**config.mk**
```make
export PLATFORM = sky130hd
export DESIGN_NAME = circuito_latch_flat
export DESIGN_NICKNAME = d
export VERILOG_FILES = /design/src/rtl/circuito_latch_if.sv /design/src/rtl/circuito_latch.sv /design/src/flat_wrapper.sv
export SDC_FILE = /design/constraint.sdc
export NUM_CORES = 1
export LEC_CHECK = 0
export CORE_AREA = 2 2 39 41
export CTS_BUF_LIST = sky130_fd_sc_hd__clkbuf_4 sky130_fd_sc_hd__clkbuf_8 sky130_fd_sc_hd__clkbuf_16
export DETAILED_ROUTE_END_ITERATION = 8
export DIE_AREA = 0 0 41 43
export SLEW_MARGIN = 10
export SYNTH_ARGS = -nofsm -noshare
export SYNTH_HDL_FRONTEND = slang
export SYNTH_SLANG_ARGS = --single-unit
```
**constraint.sdc**
```tcl
create_clock -name clk -period 1.45 [get_ports clk]
set_input_delay 0.145 -clock clk [delete_from_list [all_inputs] [get_ports clk]]
set_output_delay 0.145 -clock clk [all_outputs]
set_load 0.005 [all_outputs]
```
**src/rtl/circuito_latch_if.sv**
```systemverilog
// Bus bundle for the circuito_latch storage stage: the data word to capture,
// the load select, and the stored word coming back.
interface circuito_latch_if #(
  parameter int unsigned WIDTH = 4
);
  logic [WIDTH-1:0] entradas;
  logic             sel;
  logic [WIDTH-1:0] salidas;

  // Data source side: drives the word and the select, observes the stored word.
  modport master (
    output entradas,
    output sel,
    input  salidas
  );

  // Storage side: samples the word and the select, drives the stored word.
  modport slave (
    input  entradas,
    input  sel,
    output salidas
  );
endinterface

```
**src/rtl/circuito_latch.sv**
```systemverilog
// Selectable storage register: on each rising clk edge the stored word either
// loads entradas (sel = 1) or holds (sel = 0). The output comes straight from
// the flops, so it never follows entradas between edges. rst clears the word
// asynchronously and overrides any load on a coincident edge.
module circuito_latch #(
  parameter int unsigned WIDTH = 4
) (
  input logic              clk,
  input logic              rst,
  circuito_latch_if.slave  bus
);

  logic [WIDTH-1:0] data_q;
  logic [WIDTH-1:0] data_d;

  // Next stored word: whole-word load when selected, otherwise recirculate.
  always_comb begin
    data_d = data_q;
    if (bus.sel) begin
      data_d = bus.entradas;
    end
  end

  // Storage flops; asynchronous reset wins over a load on the same edge.
  always_ff @(posedge clk or posedge rst) begin
    if (rst) begin
      data_q <= '0;
    end else begin
      data_q <= data_d;
    end
  end

  assign bus.salidas = data_q;

endmodule

```
**src/flat_wrapper.sv**
```systemverilog
// flat-port wrapper written by rule: the top's interface ports become plain ports
module circuito_latch_flat 
#(
  parameter int unsigned WIDTH = 4
)
  (clk, rst, bus_entradas, bus_sel, bus_salidas);
  circuito_latch_if #(.WIDTH(WIDTH)) bus_i ();
  input logic clk;
  input logic rst;
  input wire logic [$bits(bus_i.entradas)-1:0] bus_entradas;
  input wire logic [$bits(bus_i.sel)-1:0] bus_sel;
  output wire logic [$bits(bus_i.salidas)-1:0] bus_salidas;
  assign bus_i.entradas = bus_entradas;
  assign bus_i.sel = bus_sel;
  assign bus_salidas = bus_i.salidas;
  circuito_latch #(.WIDTH(WIDTH)) u_core (.clk(clk), .rst(rst), .bus(bus_i));
endmodule
```
==> results of run 1 <==
[cell type report]
| class | instances | area [µm²] | area share |
|---|---|---|---|
| clock buffers | 3 | 22.5 | 0.0773 |
| inverters | 1 | 3.75 | 0.0129 |
| multi-input cells | 4 | 45.0 | 0.155 |
| flip-flops and latches | 4 | 100 | 0.343 |
| well taps | 16 | 20.0 | 0.0687 |
| repair buffers | 10 | 100 | 0.343 |
[power by group]
group          switching, mW  internal, mW  total (mW)
Clock                 0.0407        0.0923       0.133
Sequential           0.00485         0.124       0.128
Combinational         0.0137        0.0422      0.0559
[per-layer routing]
metal,part of all wire,vias to the layer above
met4,0,0
met1,0.37,54
met2,0.40,11
li1,-,56
met5,0,-
met3,0.22,0
[kinds of logic (layout without fill, tap and decap cells)]
| logic type | Yosys count | count (layout) | share of synthesized area |
|---|---|---|---|
| mux | 4 | 4 | 0.302 |
| flops | 4 | 4 | 0.672 |
| buf+inv | 1 | 14 | 0.0252 |
[metrics by stage]
step                      setup slack (ps)  utilization  total power [mW]
after CTS                              224        0.211             0.328
final                                  244        0.211             0.317
after floorplan                        713            -             0.145
after detailed placement               263        0.194             0.187
after global routing                   186        0.211             0.342
after global placement                 285        0.194             0.185
[Yosys cell counts]
cell type / n
mux2_2: 4
dfrtp_1: 4
inv_1: 1
[final timing paths]
check                                   endpoint  slack [ps]                  start
max                               bus_salidas[0]         240  u_core.bus.salidas[0]
min                        u_core.bus.salidas[1]         100                    rst
max reg2reg                u_core.bus.salidas[0]         710  u_core.bus.salidas[0]
min reg2reg                u_core.bus.salidas[1]         510  u_core.bus.salidas[1]
max in group asynchronous  u_core.bus.salidas[2]        1210                    rst
min in group clk           u_core.bus.salidas[1]         510  u_core.bus.salidas[1]
==> out/metrics.yaml, run 1 <==
status: "completed"
syn_nets: 16
p_per_area_nw_per_um2: 1090
ir_worst_vdd_uv: 174
fin_cells: 38
synth_top_area_share: 0.672
slew_violations: 0
fin_crit_sh: 0.831
post_cts_buffers: 0
leakagePower_nw: 0.121
met2_usage: 0.0531
worst_slew_margin_rel: 0.886
cp-start-kind: "flip-flop"
layout_common_cells: "10 x clkdlybuf4s50_1, 4 x mux2_2, 4 x dfrtp_1"
fin_crit_ps: 1210
r2r_cells: 1
core_um2: 1380
end_kind: "output port"
cpPeakStageDelay_ps: 500
via_count: 121
grt_pass1_vias: 117
initial_utilization: 0.108
grt_overflow: 0
synthTopCellsByArea: "dfrtp_1 67%, mux2_2 30%, inv_1 2.5%"
ys_seq_elements: 4
grtUsageMet1: 0.0194
syn2layout_area_growth_pct: 95.8
worstHoldPathType: "input pin to async pin"
layout_commonest_cell: "clkdlybuf4s50_1"
synth_area_um2: 149
path_class: "flip-flop to output port"
largest_reg_flops: 4
drc: 0
max_freq_ghz: 0.830
rows: 14
grt_util_met3: 0.0524
drt-wirelength-per-cell_um: 8.71
ys_types: 3
post_cts_resized: 0
drive_gt1_frac: 0.318
setup_viol_count_final: 0
drtIter0Drc: 0
path_buf_inv: 1
syn_inst: 9
diodes: 0
tritoncts: "yes"
crit_fanout: 2
clk_latency_ps: 230
cp.depth: 1
dp.cells: 35
gr-usage-all-layers: 0.0423
clockBufferDepth: 2
cts_made_buffers: 3
dr.pass1.iters: 1
grt-busiest-layer: "met4"
die_height_um: 43
tightest_slew_ps: 170
portBuffers: 10
holdWs_ps: 102
clock-sinks: 4
drv_cap: 0
ant_nets: 0
io_pins: 11
wl_um: 331
critPathSlowestCell: "clkdlybuf4s50_1"
cts.clk_slew.worst_paths_ps: 30
finClkSkew_ps: 0
arrival_ps: 1060
placed_cell_area_um2: 269
viasPerCell: 3.18
num-fill-cells: 144
synth.avg_cell_area_um2: 16.5
gp_congestion: 0.452
crit_required_ps: 1310
grt_first_pass_wirelength_um: 393
synth_warnings: 0
postLayoutCellArea_um2: 292
worst_path_dominant_cell_family: "buffers and inverters"
cts_root_buffer: "clkbuf_4"
yosysSeqAreaShare: 0.672
dieArea_um2: 1760
htree_levels: 1
worstPathCellList: "clkdlybuf4s50_1"
cts_hold_repair.buffers: 0
setup-tns-final_ps: 0
grt_max_degree: 5
nNetsFinal: 31
yosys.area.top_type: "dfrtp_1"
die_x_um: 41
hold_viol_final: 0
antenna_found_initial: 0
rsz0062_at_grt: "no"
Note: power is estimated with default switching activity, not from simulation.
==> run 2, diff against run 1 <==
==> constraint.sdc (replaced) <==
create_clock -name clk -period 1 [get_ports clk]
set_input_delay 0.1 -clock clk [delete_from_list [all_inputs] [get_ports clk]]
set_output_delay 0.1 -clock clk [all_outputs]
set_load 0.005 [all_outputs]
==> out/metrics.yaml, run 2 (synthesis gave the netlist of run 1 again) <==
status: "completed"
die_x_um: 41  # unchanged
crit_fanout: 2  # unchanged
arrival_ps: 850  # -210 ps
antenna_found_initial: 0  # unchanged
tritoncts: "yes"
leakagePower_nw: 0.126  # +4.0%
tightest_slew_ps: 177  # +6.33 ps
hold_viol_final: 0  # unchanged
gp_congestion: 0.451  # -0.35%
seqPwrFrac: 0.414  # +0.009
drt-wirelength-per-cell_um: 9.05  # +3.9%
clk_latency_ps: 230  # about the same
fin_crit_ps: 947
worst_slew_margin_rel: 0.882  # -0.00423
setup-tns-final_ps: 0  # unchanged
worstPathCellList: "dlygate4sd2_1"
core_um2: 1380  # unchanged
switching_share: 0.190  # +0.00306
p_clk_frac: 0.429  # +0.010
cts_made_buffers: 3  # unchanged
clockBufferDepth: 2  # unchanged
dr.pass1.iters: 1  # unchanged
postLayoutCellArea_um2: 288  # -1.3%
fin_crit_sh: 0.947
ant_nets: 0  # unchanged
p_sw_uw: 85.2  # +44%
seq_area_um2: 100  # unchanged
die_height_um: 43  # unchanged
placed_cell_area_um2: 269  # unchanged
clock-sinks: 4  # unchanged
initial_utilization: 0.108  # unchanged
worst_path_dominant_cell_family: "flip-flops"
dieArea_um2: 1760  # unchanged
comb_power_share: 0.157  # -0.019
layout_common_cells: "6 x clkdlybuf4s50_1, 4 x mux2_2, 4 x dfrtp_1"
end_kind: "output port"
htree_levels: 1  # unchanged
grt_overflow: 0  # unchanged
grt_pass1_vias: 136  # +16%
drtIter0Drc: 0  # unchanged
setup_viol_count_final: 0  # unchanged
cts_hold_repair.buffers: 0  # unchanged
cpPeakStageDelay_ps: 360  # -140 ps
cts_root_buffer: "clkbuf_4"
path_buf_inv: 1  # unchanged
power.internal_uw: 363  # +41%
portBuffers: 10  # unchanged
cts.clk_slew.worst_paths_ps: 40  # about the same
io_pins: 11  # unchanged
rsz0062_at_grt: "no"
viasPerCell: 3.39  # +6.6%
crit_required_ps: 900  # -410 ps
critPathSlowestCell: "dfrtp_1"
largest_reg_flops: 4  # unchanged
hpwl_um: 292
diodes: 0  # unchanged
drv_cap: 0  # unchanged
max_freq_ghz: 1.06
num-fill-cells: 152  # +5.6%
syn2layout_area_growth_pct: 93.3
p_per_area_nw_per_um2: 1560  # +43%
rows: 14  # unchanged
drc: 0  # unchanged
via_count: 129  # +6.6%
worstHoldPathType: "input pin to async pin"
nNetsFinal: 31  # unchanged
drive_gt1_frac: 0.318  # unchanged
path_class: "flip-flop to output port"
cp-start-kind: "flip-flop"
gr-usage-all-layers: 0.0422  # -0.0000425
wl_um: 344  # +3.9%
layout_commonest_cell: "clkdlybuf4s50_1"
finClkSkew_ps: 0  # unchanged
slew_violations: 0  # unchanged
ir_worst_vdd_uv: 274  # +57%
post_cts_buffers: 0  # unchanged
multi_input_area_um2: 45.0  # unchanged
grt_first_pass_wirelength_um: 420  # +6.9%
grt_max_degree: 5  # unchanged
[run 2: cell count changes in the layout (fill, tap and decap cells not counted)]
cell             delta
dlygate4sd2_1       +3
clkdlybuf4s50_1     -4
clkdlybuf4s15_1     +1
[run 2: worst paths after layout]
check	start	to	slack, ps	cells after the start
max in group asynchronous	rst	u_core.bus.salidas[2]	800	2
min in group clk	bus_entradas[1]	u_core.bus.salidas[1]	480	2
max reg2reg	u_core.bus.salidas[0]	u_core.bus.salidas[0]	250	1
min reg2reg	u_core.bus.salidas[3]	u_core.bus.salidas[3]	490	1
min	rst	u_core.bus.salidas[3]	50	2
max	u_core.bus.salidas[2]	bus_salidas[2]	50	1
[run 2: what timing repair did]
item                                    in CTS  in global routing
endpoints found under the setup margin       4                  1
endpoints found under the hold margin        0                  0
resized for setup                            4                  1
[run 2: area by class of cell]
cell class | count | share of cell area
multi-input cells | 4 | 0.157
clock buffers | 3 | 0.0783
well taps | 16 | 0.0696
repair buffers | 10 | 0.335
flip-flops and latches | 4 | 0.348
inverters | 1 | 0.0130
[run 2: power groups by stage]
| stage | clock, mW | combinational (mW) | sequential [mW] |
|---|---|---|---|
| after floorplan | 0 | 0.0196 | 0.190 |
| after global placement | 0 | 0.0808 | 0.188 |
| after detailed placement | 0 | 0.0823 | 0.189 |
| after CTS | 0.204 | 0.0712 | 0.186 |
| after global routing | 0.219 | 0.0773 | 0.188 |
| final | 0.192 | 0.0704 | 0.186 |
[run 2: stage by stage]
| stage | worst slack [ps] | util | total power [mW] | hold WS [ps] | cells |
|---|---|---|---|---|---|
| after CTS | 22.2 | 0.207 | 0.461 | 56.6 | 38 |
| after global placement | -120 | 0.194 | 0.268 | 295 | 35 |
| final | 53.0 | 0.208 | 0.449 | 53.1 | 38 |
| after global routing | 8.41 | 0.208 | 0.485 | 57.4 | 38 |
| after floorplan | 263 | - | 0.210 | -134 | 9 |
| after detailed placement | -143 | 0.194 | 0.271 | 304 | 35 |
[run 2: routing by layer]
metal / GRT usage / vias to the layer above / share of wire / wire [µm]
met5: 0 / - / 0 / 0
met4: 0.0400 / 0 / 0 / 0
met3: 0.0524 / 0 / 0.22 / 77
met2: 0.0625 / 11 / 0.42 / 145
met1: 0.0194 / 60 / 0.35 / 122
li1: - / 58 / - / -
==> run 3, diff against run 2 <==
--- a/config.mk
+++ b/config.mk
@@ -9,6 +9,9 @@
 export CTS_BUF_LIST = sky130_fd_sc_hd__clkbuf_4 sky130_fd_sc_hd__clkbuf_8 sky130_fd_sc_hd__clkbuf_16
 export DETAILED_ROUTE_END_ITERATION = 8
 export DIE_AREA = 0 0 41 43
+export GPL_ROUTABILITY_DRIVEN = 0
+export SKIP_CTS_REPAIR_TIMING = 1
+export SKIP_LAST_GASP = 1
 export SLEW_MARGIN = 10
 export SYNTH_ARGS = -nofsm -noshare
 export SYNTH_HDL_FRONTEND = slang
==> out/metrics.yaml, run 3 (synthesis gave the netlist of run 1 again) <==
status: "completed"
p_per_area_nw_per_um2: 1510  # -3.2%
end_kind: "flip-flop"
switching_share: 0.189  # -0.000881
comb_power_share: 0.168  # +0.011
tightest_slew_ps: 177  # +0.847 ps
grt_pass1_vias: 136  # unchanged
gr-usage-all-layers: 0.0422  # unchanged
cp.depth: 2  # +1
worst_slew_margin_rel: 0.881  # about the same
finClkSkew_ps: 0  # unchanged
setup-tns-final_ps: 0  # unchanged
viasPerCell: 3.42  # +0.78%
dr.pass1.iters: 1  # unchanged
clock-sinks: 4  # unchanged
portBuffers: 10  # unchanged
r2r_cells: 1  # unchanged
crit_required_ps: 1110  # +210 ps
final_core_util: 0.218  # +0.00995
slew_violations: 0  # unchanged
hpwl_um: 292  # unchanged
fin_crit_sh: 0.908  # -0.0388
worstPathCellList: "clkdlybuf4s50_1, mux2_2"
syn2layout_area_growth_pct: 103
die_x_um: 41  # unchanged
io_pins: 11  # unchanged
htree_levels: 1  # unchanged
worstHoldPathType: "input pin to async pin"
clk_latency_ps: 230  # about the same
worst_path_dominant_cell_family: "buffers and inverters"
dieArea_um2: 1760  # unchanged
clockBufferDepth: 2  # unchanged
rsz0062_at_grt: "no"
diodes: 0  # unchanged
critPathSlowestCell: "clkdlybuf4s50_1"
grt_max_degree: 5  # unchanged
met2WireLength_um: 164  # +13%
rows: 14  # unchanged
nNetsFinal: 31  # unchanged
path_class: "input pin to flip-flop"
die_height_um: 43  # unchanged
crit_fanout: 4  # +2
layout_common_cells: "6 x clkdlybuf4s50_1, 4 x mux2_2, 4 x dlymetal6s2s_1, 4 x dfrtp_1, 3 x clkbuf_4"
ant_nets: 0  # unchanged
hold_viol_final: 0  # unchanged
layout_commonest_cell: "clkdlybuf4s50_1"
setup_viol_count_final: 0  # unchanged
drive_gt1_frac: 0.318  # unchanged
fin_crit_ps: 908  # -38.8 ps
largest_reg_flops: 4  # unchanged
drt-wirelength-per-cell_um: 9.74  # +7.6%
cts_made_buffers: 3  # unchanged
drv_cap: 0  # unchanged
via_count: 130  # +0.78%
ir_worst_vdd_uv: 276  # +0.69%
drt-met1-wl_um: 125  # +2.5%
wl_met3_um: 80  # +3.9%
max_freq_ghz: 1.10  # +4.3%
drtIter0Drc: 0  # unchanged
leakagePower_nw: 0.158  # +26%
cpPeakStageDelay_ps: 550  # +190 ps
drc: 0  # unchanged
grt_first_pass_wirelength_um: 420  # unchanged
top_layer_used: "met3"
antenna_found_initial: 0  # unchanged
cts_root_buffer: "clkbuf_4"
core_um2: 1380  # unchanged
arrival_ps: 1010  # +160 ps
power.internal_uw: 369  # +1.5%
p_sw_uw: 86.0  # +0.95%
path_buf_inv: 1  # unchanged
cts.clk_slew.worst_paths_ps: 40  # about the same
seqPwrFrac: 0.409  # -0.005
cp-start-kind: "input pin"
grt_overflow: 0  # unchanged
p_clk_frac: 0.423  # -0.006
initial_utilization: 0.108  # unchanged
tritoncts: "yes"
wl_um: 370  # +7.6%
-- run 3: cell types whose count changed in the layout (fill, tap and decap cells not counted), sizes merged --
cell and delta:
clkdlybuf4s15 -1, dlymetal6s2s +4, dlygate4sd2 -3
-- run 3: per-layer routing --
layer | vias to the layer above | global-route usage
met2 | 11 | 0.0625
met1 | 61 | 0.0194
li1 | 58 | -
met3 | 0 | 0.0524
met5 | - | 0
met4 | 0 | 0.0400
-- run 3: worst paths after layout --
check                                            from               endpoint  slack, ps
worst max-delay path                          bus_sel  u_core.bus.salidas[2]         90
worst min-delay path                              rst  u_core.bus.salidas[3]         50
worst max register to register  u_core.bus.salidas[2]  u_core.bus.salidas[2]        250
worst min register to register  u_core.bus.salidas[3]  u_core.bus.salidas[3]        490
max in group asynchronous                         rst  u_core.bus.salidas[2]        800
min in group clk                      bus_entradas[1]  u_core.bus.salidas[1]        480
-- run 3: cell type report --
type / instances / area (µm²)
Multi-Input combinational cell: 4 / 45.0
Clock buffer: 3 / 22.5
Timing Repair Buffer: 10 / 110
Fill cell: 149 / 1080
Inverter: 1 / 3.75
Tap cell: 16 / 20.0
Sequential cell: 4 / 100
-- run 3: power by group through the flow --
stage,Sequential (mW),Clock [mW],Combinational (mW)
after floorplan,0.190,0,0.0196
after global placement,0.188,0,0.0808
after detailed placement,0.189,0,0.0823
after CTS,0.187,0.204,0.0825
after global routing,0.188,0.219,0.0838
final,0.186,0.192,0.0767
-- run 3: through the flow --
stage                     cells  hold WS [ps]  total power, mW  setup WS [ps]  cell area, µm²
after floorplan               9          -134            0.210            263             149
after global placement       35           295            0.268           -120             269
after detailed placement     35           304            0.271           -143             269
after CTS                    38          56.6            0.473           -190             292
after global routing         38          57.4            0.491           98.8             302
final                        38          54.3            0.455           91.8             302
==> patch 1, RTL diff (config.mk and constraints of run 3) <==
`WIDTH` is set to 4 in 3 places; all go to 6.
--- a/src/rtl/circuito_latch_if.sv
+++ b/src/rtl/circuito_latch_if.sv
@@ -1,7 +1,7 @@
 // Bus bundle for the circuito_latch storage stage: the data word to capture,
 // the load select, and the stored word coming back.
 interface circuito_latch_if #(
-  parameter int unsigned WIDTH = 4
+  parameter int unsigned WIDTH = 6
 );
   logic [WIDTH-1:0] entradas;
   logic             sel;
--- a/src/rtl/circuito_latch.sv
+++ b/src/rtl/circuito_latch.sv
@@ -3,7 +3,7 @@
 // the flops, so it never follows entradas between edges. rst clears the word
 // asynchronously and overrides any load on a coincident edge.
 module circuito_latch #(
-  parameter int unsigned WIDTH = 4
+  parameter int unsigned WIDTH = 6
 ) (
   input logic              clk,
   input logic              rst,
--- a/src/flat_wrapper.sv
+++ b/src/flat_wrapper.sv
@@ -1,7 +1,7 @@
 // flat-port wrapper written by rule: the top's interface ports become plain ports
 module circuito_latch_flat 
 #(
-  parameter int unsigned WIDTH = 4
+  parameter int unsigned WIDTH = 6
 )
   (clk, rst, bus_entradas, bus_sel, bus_salidas);
   circuito_latch_if #(.WIDTH(WIDTH)) bus_i ();
Ports: changed (resized bus_entradas and bus_salidas); port bits go from 11 to 15. The function was not compared with the original's and may differ.
==> patch 1 against run 3 <==
- worst hold slack better by 0.029 ns
- largest cell class unchanged
- setup slack worse by 0.0044 ns
- power is 38% higher
- sequential power is 50% higher
- design area is 51% higher
- wire length is 30% higher
- area after synthesis is 71% higher
- sequential cell count is 2 higher
- synthesized cell count is 56% higher
- non-clock buffer count is 6 higher
==> patch 1: results (changes against run 3) <==
| Metric | Value |
|---|---|
| Run status | `finished, final reports clean (unchanged)` |
| Overall routing resource usage | `6.05% (was 4.22%)` |
| Post-placement cell area | `419 um^2 (was 269 um^2)` |
| Pin count of the biggest net entering global routing | `7 (was 5)` |
| Clock skew after layout | `0 ns (unchanged)` |
| Place WS | `-0.154 ns (was -0.143 ns)` |
| Number of buffers inserted by port buffering | `14 (was 10)` |
| Fillers | `142 (was 149)` |
| Proportion of synthesized chip area in sequential cells | `58.8% (was 67.2%)` |
| # nets final | `43 (was 31)` |
| Most numerous cell types in the synthesized netlist | `sky130_fd_sc_hd__dfrtp_1 (6), sky130_fd_sc_hd__mux2_4 (6), sky130_fd_sc_hd__buf_6 (1), sky130_fd_sc_hd__inv_1 (1) (was sky130_fd_sc_hd__dfrtp_1 (4), sky130_fd_sc_hd__mux2_2 (4), sky130_fd_sc_hd__inv_1 (1))` |
| Number of detailed-route iterations in the first pass | `2 (was 1)` |
| Maximum ir drop on the vdd rail | `0.504 mV (was 0.276 mV)` |
| Number of distinct standard cells referenced by the synthesized netlist | `4 (was 3)` |
| Layout overhead on the synthesized area | `78.9% (was 103%)` |
| Fraction of final layout cells sized beyond drive strength 1 | `34.4% (was 31.8%)` |
| Wire length reported by the detailed router | `480 um (was 370 um)` |
| CP arrival | `1.03 ns (was 1.01 ns)` |
| Largest cells by area after synthesis | `sky130_fd_sc_hd__dfrtp_1 (59%), sky130_fd_sc_hd__mux2_4 (35%), sky130_fd_sc_hd__buf_6 (4.4%) (was sky130_fd_sc_hd__dfrtp_1 (67%), sky130_fd_sc_hd__mux2_2 (30%), sky130_fd_sc_hd__inv_1 (2.5%))` |
| Net count after synthesis | `23 (was 16)` |
| Detail Placement HPWL | `372 um (was 292 um)` |
| Number of standard cells after synthesis | `14 (was 9)` |
| Max reg flops | `6 (was 4)` |
| Vias after detailed routing | `169 (was 130)` |
| Global-route wire length before repair | `683 um (was 420 um)` |
| # placed instances | `45 (was 35)` |
| Maximum single-stage delay on the critical path | `0.47 ns (was 0.55 ns)` |
| Vias in the first global route | `183 (was 136)` |
| Number of antenna violations at the first check in global routing | `0 (unchanged)` |
| Hold crit path type | `in2async (unchanged)` |
| Detailed-route wire length per cell | `10.0 um (was 9.74 um)` |
| Fin worst setup slack | `0.0874 ns (was 0.0918 ns)` |
| Leak pwr | `0.259 nW (was 0.158 nW)` |
| Worst slew margin relative to its limit | `84.4% (was 88.1%)` |
| Library cell contributing the largest single delay on the critical path | `sky130_fd_sc_hd__clkdlybuf4s50_1 (unchanged)` |
| DRT iter0 DRCs | `1 (was 0)` |
-- patch 1: layer usage --
| metal | up-vias | wire length, um | global-route usage (%) | part of all wire, % |
|---|---|---|---|---|
| met5 | - | 0 | 0 | 0 |
| met4 | 0 | 0 | 4.00 | 0 |
| met3 | 0 | 54 | 3.14 | 11 |
| met2 | 9 | 202 | 8.13 | 42 |
| met1 | 77 | 224 | 7.17 | 47 |
| li1 | 83 | - | - | - |
-- patch 1: critical path: cells and delay by family --
| kind | cells | cell delay, ns |
|---|---|---|
| mux | 1 | 0.30 |
| buf+inv | 2 | 0.62 |
-- patch 1: cells by family (layout without fill, tap and decap cells) --
logic type | count (synthesis) | after routing | synth area share [%]
buf+inv | 2 | 20 | 5.88
mux | 6 | 6 | 35.3
flops | 6 | 6 | 58.8
-- patch 1: where the power goes --
group	total [mW]	switching (mW)	internal, mW
logic	0.133	0.0333	0.100
clock network	0.213	0.0782	0.135
registers	0.279	0.0113	0.268
-- patch 1: path summary, 6_finish.rpt --
check | startpoint | slack, ns | endpoint | cells after the start
max in group asynchronous | rst | 0.72 | u_core.bus.salidas[1] | 2
worst min register to register | u_core.bus.salidas[0] | 0.50 | u_core.bus.salidas[0] | 1
worst min-delay path | rst | 0.08 | u_core.bus.salidas[3] | 2
min in group clk | bus_entradas[1] | 0.48 | u_core.bus.salidas[1] | 2
worst max-delay path | bus_sel | 0.09 | u_core.bus.salidas[5] | 3
worst max register to register | u_core.bus.salidas[1] | 0.25 | u_core.bus.salidas[1] | 1
-- patch 1: layout make-up --
| type | instances | area share [%] |
|---|---|---|
| clock buffers | 3 | 4.93 |
| well taps | 16 | 4.38 |
| repair buffers | 16 | 37.3 |
| flip-flops and latches | 6 | 32.9 |
| inverters | 1 | 0.822 |
| multi-input cells | 6 | 19.7 |
==> patch 2, RTL diff (config.mk and constraints of run 3) <==
Made on the original files. Reset style: synchronous (`rst`), changed in one clocked block. Comments in the files are not updated.
--- a/src/rtl/circuito_latch.sv
+++ b/src/rtl/circuito_latch.sv
@@ -22,7 +22,7 @@
   end
 
   // Storage flops; asynchronous reset wins over a load on the same edge.
-  always_ff @(posedge clk or posedge rst) begin
+  always_ff @(posedge clk) begin
     if (rst) begin
       data_q <= '0;
     end else begin
Formal check against the unedited RTL: differs if rst is asserted again (counterexample within 4 cycles, from zero or initial values and one cycle with rst high); with rst held inactive, the same outputs for 10 cycles.
==> patch 2 against run 3 <==
- design area down 4.6%
- critical path type unchanged
- sequential cell count unchanged
- highest routed layer unchanged
- power down 6.6%
- setup slack better by 0.053 ns
- worst hold slack better by 0.42 ns
- wire length down 8.9%
- synthesized cell count up 44%
- combinational power down 23%
- area after synthesis down 5.9%
- via count up 1.5%
- global-route usage up 0.49 points
==> patch 2: results (changes against run 3) <==
| Metric | Value |
|---|---|
| # nets final | `34 (was 31)` |
| Post-placement cell area | `255 um^2 (was 269 um^2)` |
| Non-Clock Buffer Area Fraction | `38.3% (was 36.5%)` |
| Number of cell instances on the worst register-to-register path | `2 (was 1)` |
| Share of synthesized registers carrying an async set or reset | `0% (was 100%)` |
| Share of cell area taken by flip-flops and latches | `27.8% (was 33.2%)` |
| Fillers | `164 (was 149)` |
| Hold crit path type | `in2reg (was in2async)` |
| Multi-input combinational cell count | `8 (was 4)` |
| Met3 Track Usage GR | `2.62% (was 5.24%)` |
| Net count after synthesis | `20 (was 16)` |
| Endpoint of the most critical register-to-register path | `u_core.bus.salidas[0] (was u_core.bus.salidas[2])` |
| Fraction of synthesized area in multiplexers | `28.6% (was 30.3%)` |
| Nonclk inv count | `0 (was 1)` |
| Clock-cell share of area | `7.83% (was 7.47%)` |
| Number of standard cells after synthesis | `13 (was 9)` |
| Via density per instance | `3.22 (was 3.42)` |
| Global-route wire length before repair | `427 um (was 420 um)` |
| Leak pwr | `0.178 nW (was 0.158 nW)` |
| Fraction of final layout cells sized beyond drive strength 1 | `12.0% (was 31.8%)` |
| Number of distinct standard cells referenced by the synthesized netlist | `4 (was 3)` |
| Run status | `finished, final reports clean (unchanged)` |
| Met1 global-route usage | `1.92% (was 1.94%)` |
| Number of standard cells in the final layout excluding fillers | `41 (was 38)` |
| Launching point of the worst reg2reg path | `u_core.bus.salidas[0] (was u_core.bus.salidas[2])` |
| Proportion of synthesized chip area in sequential cells | `57.1% (was 67.2%)` |
| Met2 Usage GRT | `5.63% (was 6.25%)` |
| Internal power | `0.346 mW (was 0.369 mW)` |
| Top_reg_cell synth | `sky130_fd_sc_hd__dfxtp_1 (was sky130_fd_sc_hd__dfrtp_1)` |
| Largest cells by area after synthesis | `sky130_fd_sc_hd__dfxtp_1 (57%), sky130_fd_sc_hd__mux2i_1 (29%), sky130_fd_sc_hd__nor2_1 (11%) (was sky130_fd_sc_hd__dfrtp_1 (67%), sky130_fd_sc_hd__mux2_2 (30%), sky130_fd_sc_hd__inv_1 (2.5%))` |
| Most numerous cell types in the synthesized netlist | `sky130_fd_sc_hd__dfxtp_1 (4), sky130_fd_sc_hd__mux2i_1 (4), sky130_fd_sc_hd__nor2_1 (4), sky130_fd_sc_hd__clkbuf_2 (1) (was sky130_fd_sc_hd__dfrtp_1 (4), sky130_fd_sc_hd__mux2_2 (4), sky130_fd_sc_hd__inv_1 (1))` |
| # placed instances | `38 (was 35)` |
| Maximum ir drop on the vdd rail | `0.174 mV (was 0.276 mV)` |
| Detail Placement HPWL | `257 um (was 292 um)` |
patch 2: cell count changes after synthesis:
cell and change:
sky130_fd_sc_hd__mux2i_1 +4, sky130_fd_sc_hd__dfxtp_1 +4, sky130_fd_sc_hd__clkbuf_2 +1, sky130_fd_sc_hd__inv_1 -1, sky130_fd_sc_hd__dfrtp_1 -4, sky130_fd_sc_hd__mux2_2 -4
sky130_fd_sc_hd__nor2_1 +4
patch 2: worst register-to-register path: stages (launching register included):
cell and delay (ns):
sky130_fd_sc_hd__dfxtp_1 0.30, sky130_fd_sc_hd__mux2i_1 0.13, sky130_fd_sc_hd__nor2_1 0.06
patch 2: layer usage:
layer	routed length, um	vias up
li1	-	67
met1	103	55
met2	169	10
met3	64	0
met4	0	0
met5	0	-
patch 2: how the worst max path moves through the flow:
stage,startpoint,endpoint,slack (ns),cells past startpoint
after global placement,bus_sel,u_core.bus.salidas[1],-0.09,3
after floorplan,bus_sel,u_core.bus.salidas[0],0.42,3
after detailed placement,bus_sel,u_core.bus.salidas[1],-0.1,3
after global routing,bus_sel,u_core.bus.salidas[2],0.11,3
after CTS,u_core.bus.salidas[3],bus_salidas[3],-0.16,1
final,bus_sel,u_core.bus.salidas[0],0.14,3
patch 2: stage by stage:
stage                     utilization, %  hold slack [ns]
after detailed placement            18.4            0.491
final                               20.8            0.479
after floorplan                        -            0.172
after CTS                           20.1            0.481
after global placement              18.4            0.482
after global routing                20.8            0.502
patch 2: cell families (layout without fill, tap and decap cells):
logic type    count (synthesis)  in the layout
mux                           4              4
flops                         4              4
simple gates                  4              4
buf+inv                       1             13
